<file path="config.mk">
export PLATFORM = sky130hd
export DESIGN_NAME = mem_arbiter
export DESIGN_NICKNAME = d
export VERILOG_FILES = /design/src/rtl/mem_arb_pkg.sv /design/src/rtl/mem_arb_pick.sv /design/src/rtl/mem_arbiter.sv
export SDC_FILE = /design/constraint.sdc
export NUM_CORES = 1
export LEC_CHECK = 0
export CORE_MARGIN = 2
export CORE_UTILIZATION = 45
export DETAILED_ROUTE_END_ITERATION = 10
export GPL_ROUTABILITY_DRIVEN = 0
export GPL_TIMING_DRIVEN = 0
export PLACE_DENSITY = 0.86
export SLEW_MARGIN = 20
export SYNTH_ARGS = -nofsm -noshare
export SYNTH_HDL_FRONTEND = slang
export SYNTH_HIERARCHICAL = 1
export SYNTH_SLANG_ARGS = --single-unit
</file>
<file path="constraint.sdc">
create_clock -name clk -period 3.06 [get_ports clk]
set_input_delay 0.459 -clock clk [delete_from_list [all_inputs] [get_ports clk]]
set_output_delay 0.459 -clock clk [all_outputs]
set_load 0.01 [all_outputs]
</file>
<file path="src/rtl/mem_arb_pkg.sv">
// mem_arb_pkg: shared types and constants for the two-port memory arbiter.
// Holds the FSM state encoding, the port-owner encoding, the RAM
// write-enable encodings and the default address/data widths.
package mem_arb_pkg;

  // Default widths: 9-bit word-pair address, two 10-bit words of data.
  localparam int unsigned MEM_ARB_AW = 9;
  localparam int unsigned MEM_ARB_DW = 20;

  // Access sequencer states.
  typedef enum logic [2:0] {
    ST_IDLE    = 3'd0,
    ST_RD      = 3'd1,
    ST_WR      = 3'd2,
    ST_WR_WAIT = 3'd3,
    ST_DONE    = 3'd4
  } state_e;

  // Which requester owns the access in flight.
  typedef enum logic {
    OWN_IF = 1'b0,
    OWN_DP = 1'b1
  } owner_e;

  // RAM WriteEnable encodings: bit 0 selects the low word, bit 1 the high word.
  typedef enum logic [1:0] {
    WE_NONE = 2'b00,
    WE_LO   = 2'b01,
    WE_HI   = 2'b10,
    WE_BOTH = 2'b11
  } we_e;

  // True when a write-enable pattern touches at least one word.
  function automatic logic is_write(input logic [1:0] we);
    return we != WE_NONE;
  endfunction

endpackage

</file>
<file path="src/rtl/mem_arb_pick.sv">
// mem_arb_pick: combinational winner select between the fetch port and
// the data port. A lone requester always wins.
// Build option MEM_ARB_RR_EN: when defined, a tie goes to the port that was
// not granted last (round robin); otherwise the data port always wins a tie.
module mem_arb_pick
  import mem_arb_pkg::*;
(
  input  logic   if_req,
  input  logic   dp_req,
`ifdef MEM_ARB_RR_EN
  input  owner_e last_owner,
`endif
  output logic   grant_valid,
  output owner_e grant_owner
);

  // Pick the owner for the next access from the pending requests.
  always_comb begin
    // NOTE: every output gets a default first so no path leaves it unassigned (no latch).
    grant_valid = if_req | dp_req;
    grant_owner = OWN_DP;
    if (if_req && !dp_req) begin
      grant_owner = OWN_IF;
    end
`ifdef MEM_ARB_RR_EN
    else if (if_req && dp_req && (last_owner == OWN_DP)) begin
      grant_owner = OWN_IF;
    end
`endif
  end

endmodule

</file>
<file path="src/rtl/mem_arbiter.sv">
// mem_arbiter: shares one dual-word RAM between the instruction-fetch port
// (read-only) and the load/store data port (read/write). Each access is
// sequenced IDLE -> RD -> DONE or IDLE -> WR -> WR_WAIT -> DONE, with a
// one-cycle acknowledge to the owning port in DONE.
// ram_wdata is what goes onto the RAM's shared data pins while ram_we != 0;
// ram_rdata is what those pins carry back while ram_we == 0.
// Build option MEM_ARB_RR_EN: round-robin tie-break with a last-owner
// register; without it the data port has fixed priority and the last-owner
// register does not exist.
module mem_arbiter
  import mem_arb_pkg::*;
#(
  parameter int unsigned AW = MEM_ARB_AW,
  parameter int unsigned DW = MEM_ARB_DW
) (
  input  logic          clk,
  input  logic          reset_n,
  // Instruction-fetch port
  input  logic          if_req,
  input  logic [AW-1:0] if_addr,
  output logic          if_ack,
  output logic [DW-1:0] if_rdata,
  // Load/store data port
  input  logic          dp_req,
  input  logic [1:0]    dp_we,
  input  logic [AW-1:0] dp_addr,
  input  logic [DW-1:0] dp_wdata,
  output logic          dp_ack,
  output logic [DW-1:0] dp_rdata,
  // RAM side
  output logic [AW-1:0] ram_addr,
  output logic [1:0]    ram_we,
  output logic [DW-1:0] ram_wdata,
  input  logic [DW-1:0] ram_rdata,
  input  logic          ram_ready
);

  state_e        state_q,    state_d;
  owner_e        owner_q,    owner_d;
  logic [AW-1:0] addr_q,     addr_d;
  we_e           we_q,       we_d;
  logic [DW-1:0] wdata_q,    wdata_d;
  logic [DW-1:0] if_rdata_q, if_rdata_d;
  logic [DW-1:0] dp_rdata_q, dp_rdata_d;
  logic          if_ack_q,   if_ack_d;
  logic          dp_ack_q,   dp_ack_d;

  logic          grant_valid;
  owner_e        grant_owner;

`ifdef MEM_ARB_RR_EN
  owner_e        last_owner_q, last_owner_d;
`endif

  mem_arb_pick u_pick (
    .if_req      (if_req),
    .dp_req      (dp_req),
`ifdef MEM_ARB_RR_EN
    .last_owner  (last_owner_q),
`endif
    .grant_valid (grant_valid),
    .grant_owner (grant_owner)
  );

  // Next-state and next-register computation for the access sequencer.
  always_comb begin
    state_d    = state_q;
    owner_d    = owner_q;
    addr_d     = addr_q;
    we_d       = we_q;
    wdata_d    = wdata_q;
    if_rdata_d = if_rdata_q;
    dp_rdata_d = dp_rdata_q;
    if_ack_d   = 1'b0;
    dp_ack_d   = 1'b0;
`ifdef MEM_ARB_RR_EN
    last_owner_d = last_owner_q;
`endif

    unique case (state_q)
      ST_IDLE: begin
        // Grants wait for the RAM to be ready so a new access never lands
        // inside a write-recovery window.
        if (ram_ready && grant_valid) begin
          owner_d = grant_owner;
          if (grant_owner == OWN_DP) begin
            addr_d  = dp_addr;
            we_d    = we_e'(dp_we);
            wdata_d = dp_wdata;
          end else begin
            addr_d  = if_addr;
            we_d    = WE_NONE;
          end
          state_d = is_write(we_d) ? ST_WR : ST_RD;
`ifdef MEM_ARB_RR_EN
          last_owner_d = grant_owner;
`endif
        end
      end

      ST_RD: begin
        // Combinational RAM read: capture straight into the owner's register;
        // the other port's rdata is left untouched.
        if (owner_q == OWN_DP) begin
          dp_rdata_d = ram_rdata;
          dp_ack_d   = 1'b1;
        end else begin
          if_rdata_d = ram_rdata;
          if_ack_d   = 1'b1;
        end
        state_d = ST_DONE;
      end

      ST_WR: begin
        // Write enable is up for exactly this one cycle.
        state_d = ST_WR_WAIT;
      end

      ST_WR_WAIT: begin
        // Hold off the acknowledge until the RAM finishes write recovery.
        if (ram_ready) begin
          state_d = ST_DONE;
          if (owner_q == OWN_DP) begin
            dp_ack_d = 1'b1;
          end else begin
            if_ack_d = 1'b1;
          end
        end
      end

      ST_DONE: begin
        state_d = ST_IDLE;
      end

      default: begin
        state_d = ST_IDLE;
      end
    endcase
  end

  // State and output registers, cleared asynchronously on reset_n low.
  always_ff @(posedge clk or negedge reset_n) begin
    if (!reset_n) begin
      state_q    <= ST_IDLE;
      owner_q    <= OWN_IF;
      addr_q     <= '0;
      we_q       <= WE_NONE;
      wdata_q    <= '0;
      if_rdata_q <= '0;
      dp_rdata_q <= '0;
      if_ack_q   <= 1'b0;
      dp_ack_q   <= 1'b0;
`ifdef MEM_ARB_RR_EN
      last_owner_q <= OWN_IF;
`endif
    end else begin
      // NOTE: non-blocking so every flop samples the pre-edge values together.
      state_q    <= state_d;
      owner_q    <= owner_d;
      addr_q     <= addr_d;
      we_q       <= we_d;
      wdata_q    <= wdata_d;
      if_rdata_q <= if_rdata_d;
      dp_rdata_q <= dp_rdata_d;
      if_ack_q   <= if_ack_d;
      dp_ack_q   <= dp_ack_d;
`ifdef MEM_ARB_RR_EN
      last_owner_q <= last_owner_d;
`endif
    end
  end

  // RAM controls decode from state and latched fields; write enable only in WR,
  // so an asynchronous reset drops it immediately.
  assign ram_addr  = addr_q;
  assign ram_we    = (state_q == ST_WR) ? we_q : WE_NONE;
  assign ram_wdata = wdata_q;

  assign if_ack    = if_ack_q;
  assign dp_ack    = dp_ack_q;
  assign if_rdata  = if_rdata_q;
  assign dp_rdata  = dp_rdata_q;

endmodule

</file>
# Yosys cells after proc, flatten, opt, wreduce, memory -nomap -nowiden
# Index checks and enable logic that the tools add are counted.
[classes]
bitwise_logic = 3
n_mux = 16
eq_ne = 5
n_reduce_logical = 10
[ops]
columns = ["op", "n"]
rows = [
  ["$pmux 3 s4", 1],
  ["$mux 2", 5],
  ["$mux 9", 1],
  ["$reduce_and 2->1", 4],
  ["$eq 3x2->1 const B", 2],
  ["$mux 3", 2],
  ["$mux 1", 5],
  ["$ne 2x2->1 const B", 2],
  ["$pmux 1 s2", 2],
  ["$eq 3x1->1 const B", 1],
  ["$logic_not 3->1", 1],
  ["$reduce_and 3->1", 1],
  ["$logic_and 1x1->1", 2],
  ["$not 1->1", 2],
  ["$reduce_bool 2->1", 1],
  ["$logic_not 1->1", 1],
  ["$or 1x1->1", 1],
]
[word_totals]
out_inout_bits = 73
inputBits = 65
regBits = 77
wordCells = 43

# Longest topological paths before layout
[depth]
depth_word = 9
ltp_mapped = 5
depth_no_buf = 4

# Hierarchy
# Netlist, hierarchy kept.
[modules_own_cells]
columns = ["module", "cells_each", "instances", "area_per_inst_um2"]
rows = [
  ["mem_arbiter", 191, 1, 3148.0],
  ["mem_arb_pick", 2, 1, 12.5],
]

# Least setup slack after synthesis
# OpenSTA, ideal clock, no wires.
[synth_path]
path_type = "input-to-reg"
from = "in dp_req"
to = "reg wdata_q[10] (netlist: ram_wdata[10])"
arrival_ps = 1445
cell_stages = 5
path_slack_ps = 1490
setup_ps = 125
n_path_buf = 1
required_ps = 2935
cell_sequence = "or2_1 -> and2_1 -> nand4b_2 -> buf_6 -> mux2_4"
[synth_between]
elab_chain_cells = 4
word_cells_on_any_way = 6
[synth_lines]
columns = ["item", "line", "rtl"]
rows = [
  ["start, declared", "mem_arbiter.sv:24", "input logic dp_req,"],
  ["$logic_not 1->1", "mem_arb_pick.sv:22", "if (if_req && !dp_req) begin"],
  ["$logic_and 1x1->1", "mem_arb_pick.sv:22", ""],
  ["$not 1->1 (no source line)", "n/a", ""],
  ["$reduce_and 3->1 (no source line) *", "n/a", ""],
  ["end signal, assigned", "mem_arbiter.sv:162", "wdata_q <= wdata_d;"],
  ["end, declared", "mem_arbiter.sv:42", "logic [DW-1:0] wdata_q, wdata_d;"],
]
# Mark *: on every way between the ends. The rest lies on a longest branch, timed or not.
# A chain may end at the register's enable or synchronous reset.

# Final worst setup path
[layout_path]
from = "reg state_q[2]"
to = "out ram_we[1]"
[layout_between]
elab_chain_cells = 2
[layout_lines]
columns = ["item", "line", "rtl"]
rows = [
  ["start, declared", "mem_arbiter.sv:38", "state_e state_q, state_d;"],
  ["start signal, assigned", "mem_arbiter.sv:158", "state_q <= state_d;"],
  ["$eq 3x2->1", "mem_arbiter.sv:176", "assign ram_we = (state_q == ST_WR) ? we_q : WE_NONE;"],
  ["$mux 2", "mem_arbiter.sv:176", ""],
  ["end, declared", "mem_arbiter.sv:32", "output logic [1:0] ram_we,"],
]
# Every way passes these cells.

==> impl_metrics.ini <==
[power_and_ir_drop]
p_clk_share_pct = 15.2
peakVddDrop_uv = 483.2
seq_power_share_pct = 37.3
p_leak_uw = 0.002096
p_comb_share_pct = 47.5
power.density_mw_per_mm2 = 1003
intPower_uw = 3445
p_sw_uw = 1431
switching_share_pct = 29.35

[worst_setup_path]
cpPeakStageDelay_ns = 0.54
crit_path_top_delay_cell = clkdlybuf4s50_1
worstPathCellList = nor2_2 -> and3_1 -> clkdlybuf4s50_1
worst-r2r-setup-slack_ns = 1.44
crit_path_start_kind = register
crit_family = buffers and inverters
cp_max_fo = 6
critPathBufInv = 1
cp-end-kind = primary output
crit_type = reg2out
worstPathArrival_ns = 1.76
required_ns = 2.60

[sta]
hold_violations = 0
whs_ns = 0.08801
fmax_ghz = 0.4500
slew_viol_final = 0
relSlewSlack_pct = 66.39
worstMarginPinSlew_ns = 0.5041
setup_slack_ns = 0.8378
period_share_pct = 72.62
clock_skew_ns = 0.005978
rsz0062_at_grt = false
final.setup.tns_ns = 0
finalSetupViolations = 0
finalCriticalPeriod_ns = 2.222

[clock_tree]
clk_latency_ns = 0.34
cts_resized = 0
cts.path.max_buffers = 2
ctsRootBufferMaster = clkbuf_8
cts_setup_buffers = 0
clkTransAtPathRegs_ns = 0.08
numCtsBuffers = 9
cts.htree.levels = 3
cts_sinks = 77
tritoncts = done
cts_hold_buffers = 0

[final_layout]
stdcell_count = 443
syn2layout_area_growth_pct = 53.84
diodes = 0
nNetsFinal = 407
final_cell_mix = clkdlybuf4s50_1, dfrtp_1, mux2_2
n_fill_cell = 506
finish.utilization_pct = 71.57
layout-drive-gt1-share_pct = 30.55
layout_commonest_cell = clkdlybuf4s50_1

[synth]
synthesis.nets = 258
yosysWarnings = 6
avgSynthCellArea_um2 = 16.38
ys_seq_area_share_pct = 60.97
synth_cell_types = 25
synth_area_mm2 = 0.003161
synthCells = 193
ys_seq_elements = 77

[place]
pre_cts_slack_ns = 0.8961
dp_hpwl_um = 5078
dp_cells = 427
placement.io_buffers = 137

[worst_hold_path]
hp-class = in2async

[global_routing]
grt_usage_pct = 18.50
grt_max_degree = 41
grt_pass1_wl_um = 10840
grt_overflow = 0
antenna_found_initial = 0
grt_pass1_vias = 2264

[detailed_routing]
final_antenna_net_count = 0
vias = 2115
wire_per_inst_um = 15.52
via_per_inst = 4.774
finalWirelength_um = 6875
drtPass1Iterations = 4
drt_iter0_drc = 47
drc = 0

[run]
maxCapViolCount = 0

[floorplanning]
row_count = 30
io_pins = 138
die_x_um = 87.81
initial_core_util_pct = 46.52
die_area_mm2 = 0.007710
die_h_um = 87.81
fp.coreArea_mm2 = 0.006794

[outcome]
status = completed
==> kinds of logic after synthesis <==
family                 after synthesis  synth area share (%)
muxes                               80                 30.68
DFF                                 77                 60.97
and+or+nand+nor                     19                 4.790
buffers and inverters               12                 2.692
AOI/OAI and AO/OA                    5                0.8711
==> stage by stage <==
| stage | total power, µW | cell area [µm²] |
|---|---|---|
| 6_report | 4876 | 4862 |
| 5_1_grt | 5148 | 4862 |
| 4_1_cts | 4945 | 4862 |
| 3_5_place_dp | 4179 | 4669 |
| 3_3_place_gp | 4098 | 4652 |
| 2_1_floorplan | 2908 | 3161 |
==> layer usage <==
metal	part of all wire, %	vias up	track usage, %
met1	39	1051	22.63
met2	53	80	31.68
met3	6.5	10	4.807
met5	0	-	0
met4	1.2	0	6.713
li1	-	974	-
==> final timing paths <==
kind | start | to | depth (start not counted)
hold / removal | reset_n | dp_rdata[17] | 1
hold reg to reg | if_rdata[1] | if_rdata[1] | 1
max in group asynchronous | reset_n | ram_wdata[16] | 2
setup / recovery | state_q[2] | ram_we[1] | 3
setup reg to reg | state_q[1] | if_rdata[6] | 4
min in group clk | if_rdata[1] | if_rdata[1] | 1
==> Yosys cell counts <==
cell type | count | area share, %
nor4_4 | 1 | 0.67
nand4b_2 | 1 | 0.47
nand2_1 | 3 | 0.36
and2_1 | 3 | 0.59
nor2b_1 | 2 | 0.40
mux2_2 | 57 | 20
buf_4 | 4 | 0.95
or2_1 | 1 | 0.20
and3_1 | 2 | 0.40
nor2_1 | 1 | 0.12
o21ai_0 | 2 | 0.32
nor4b_2 | 2 | 0.95
clkbuf_2 | 1 | 0.16
nand2b_1 | 1 | 0.20
inv_1 | 3 | 0.36
a21oi_1 | 2 | 0.32
nor3b_1 | 1 | 0.24
o21a_1 | 1 | 0.24
buf_2 | 1 | 0.16
mux2i_1 | 2 | 0.63
dfrtp_1 | 77 | 61
nor2_2 | 1 | 0.20
buf_6 | 3 | 1.1
mux2_4 | 19 | 9.0
mux2_1 | 2 | 0.71
==> power groups by stage <==
| stage | clock network [µW] | logic, µW | registers, µW |
|---|---|---|---|
| after global routing | 807 | 2460 | 1880 |
| after CTS | 763 | 2350 | 1830 |
| after global placement | 0 | 2290 | 1810 |
| final | 740 | 2310 | 1820 |
| after detailed placement | 0 | 2340 | 1840 |
| after floorplan | 0 | 869 | 2040 |
==> layout make-up <==
class / instances / area (µm²) / share of cell area (%)
multi-input combinational: 104 / 1149 / 23.62
sequential: 77 / 1927 / 39.63
tap: 96 / 120.1 / 2.470
clock inverter: 4 / 47.55 / 0.9779
inverter: 3 / 11.26 / 0.2316
clock buffer: 12 / 145.1 / 2.985
buffer: 9 / 73.82 / 1.518
timing repair buffer: 138 / 1389 / 28.56
==> flip-flops by register name, indices dropped and copies added (netlist names) <==
signal / flops
we_q: 2
owner_q: 1
ram_addr: 9
state_q: 3
dp_ack: 1
if_rdata: 20
dp_rdata: 20
ram_wdata: 20
if_ack: 1
Power figures use the tool's default switching activity.
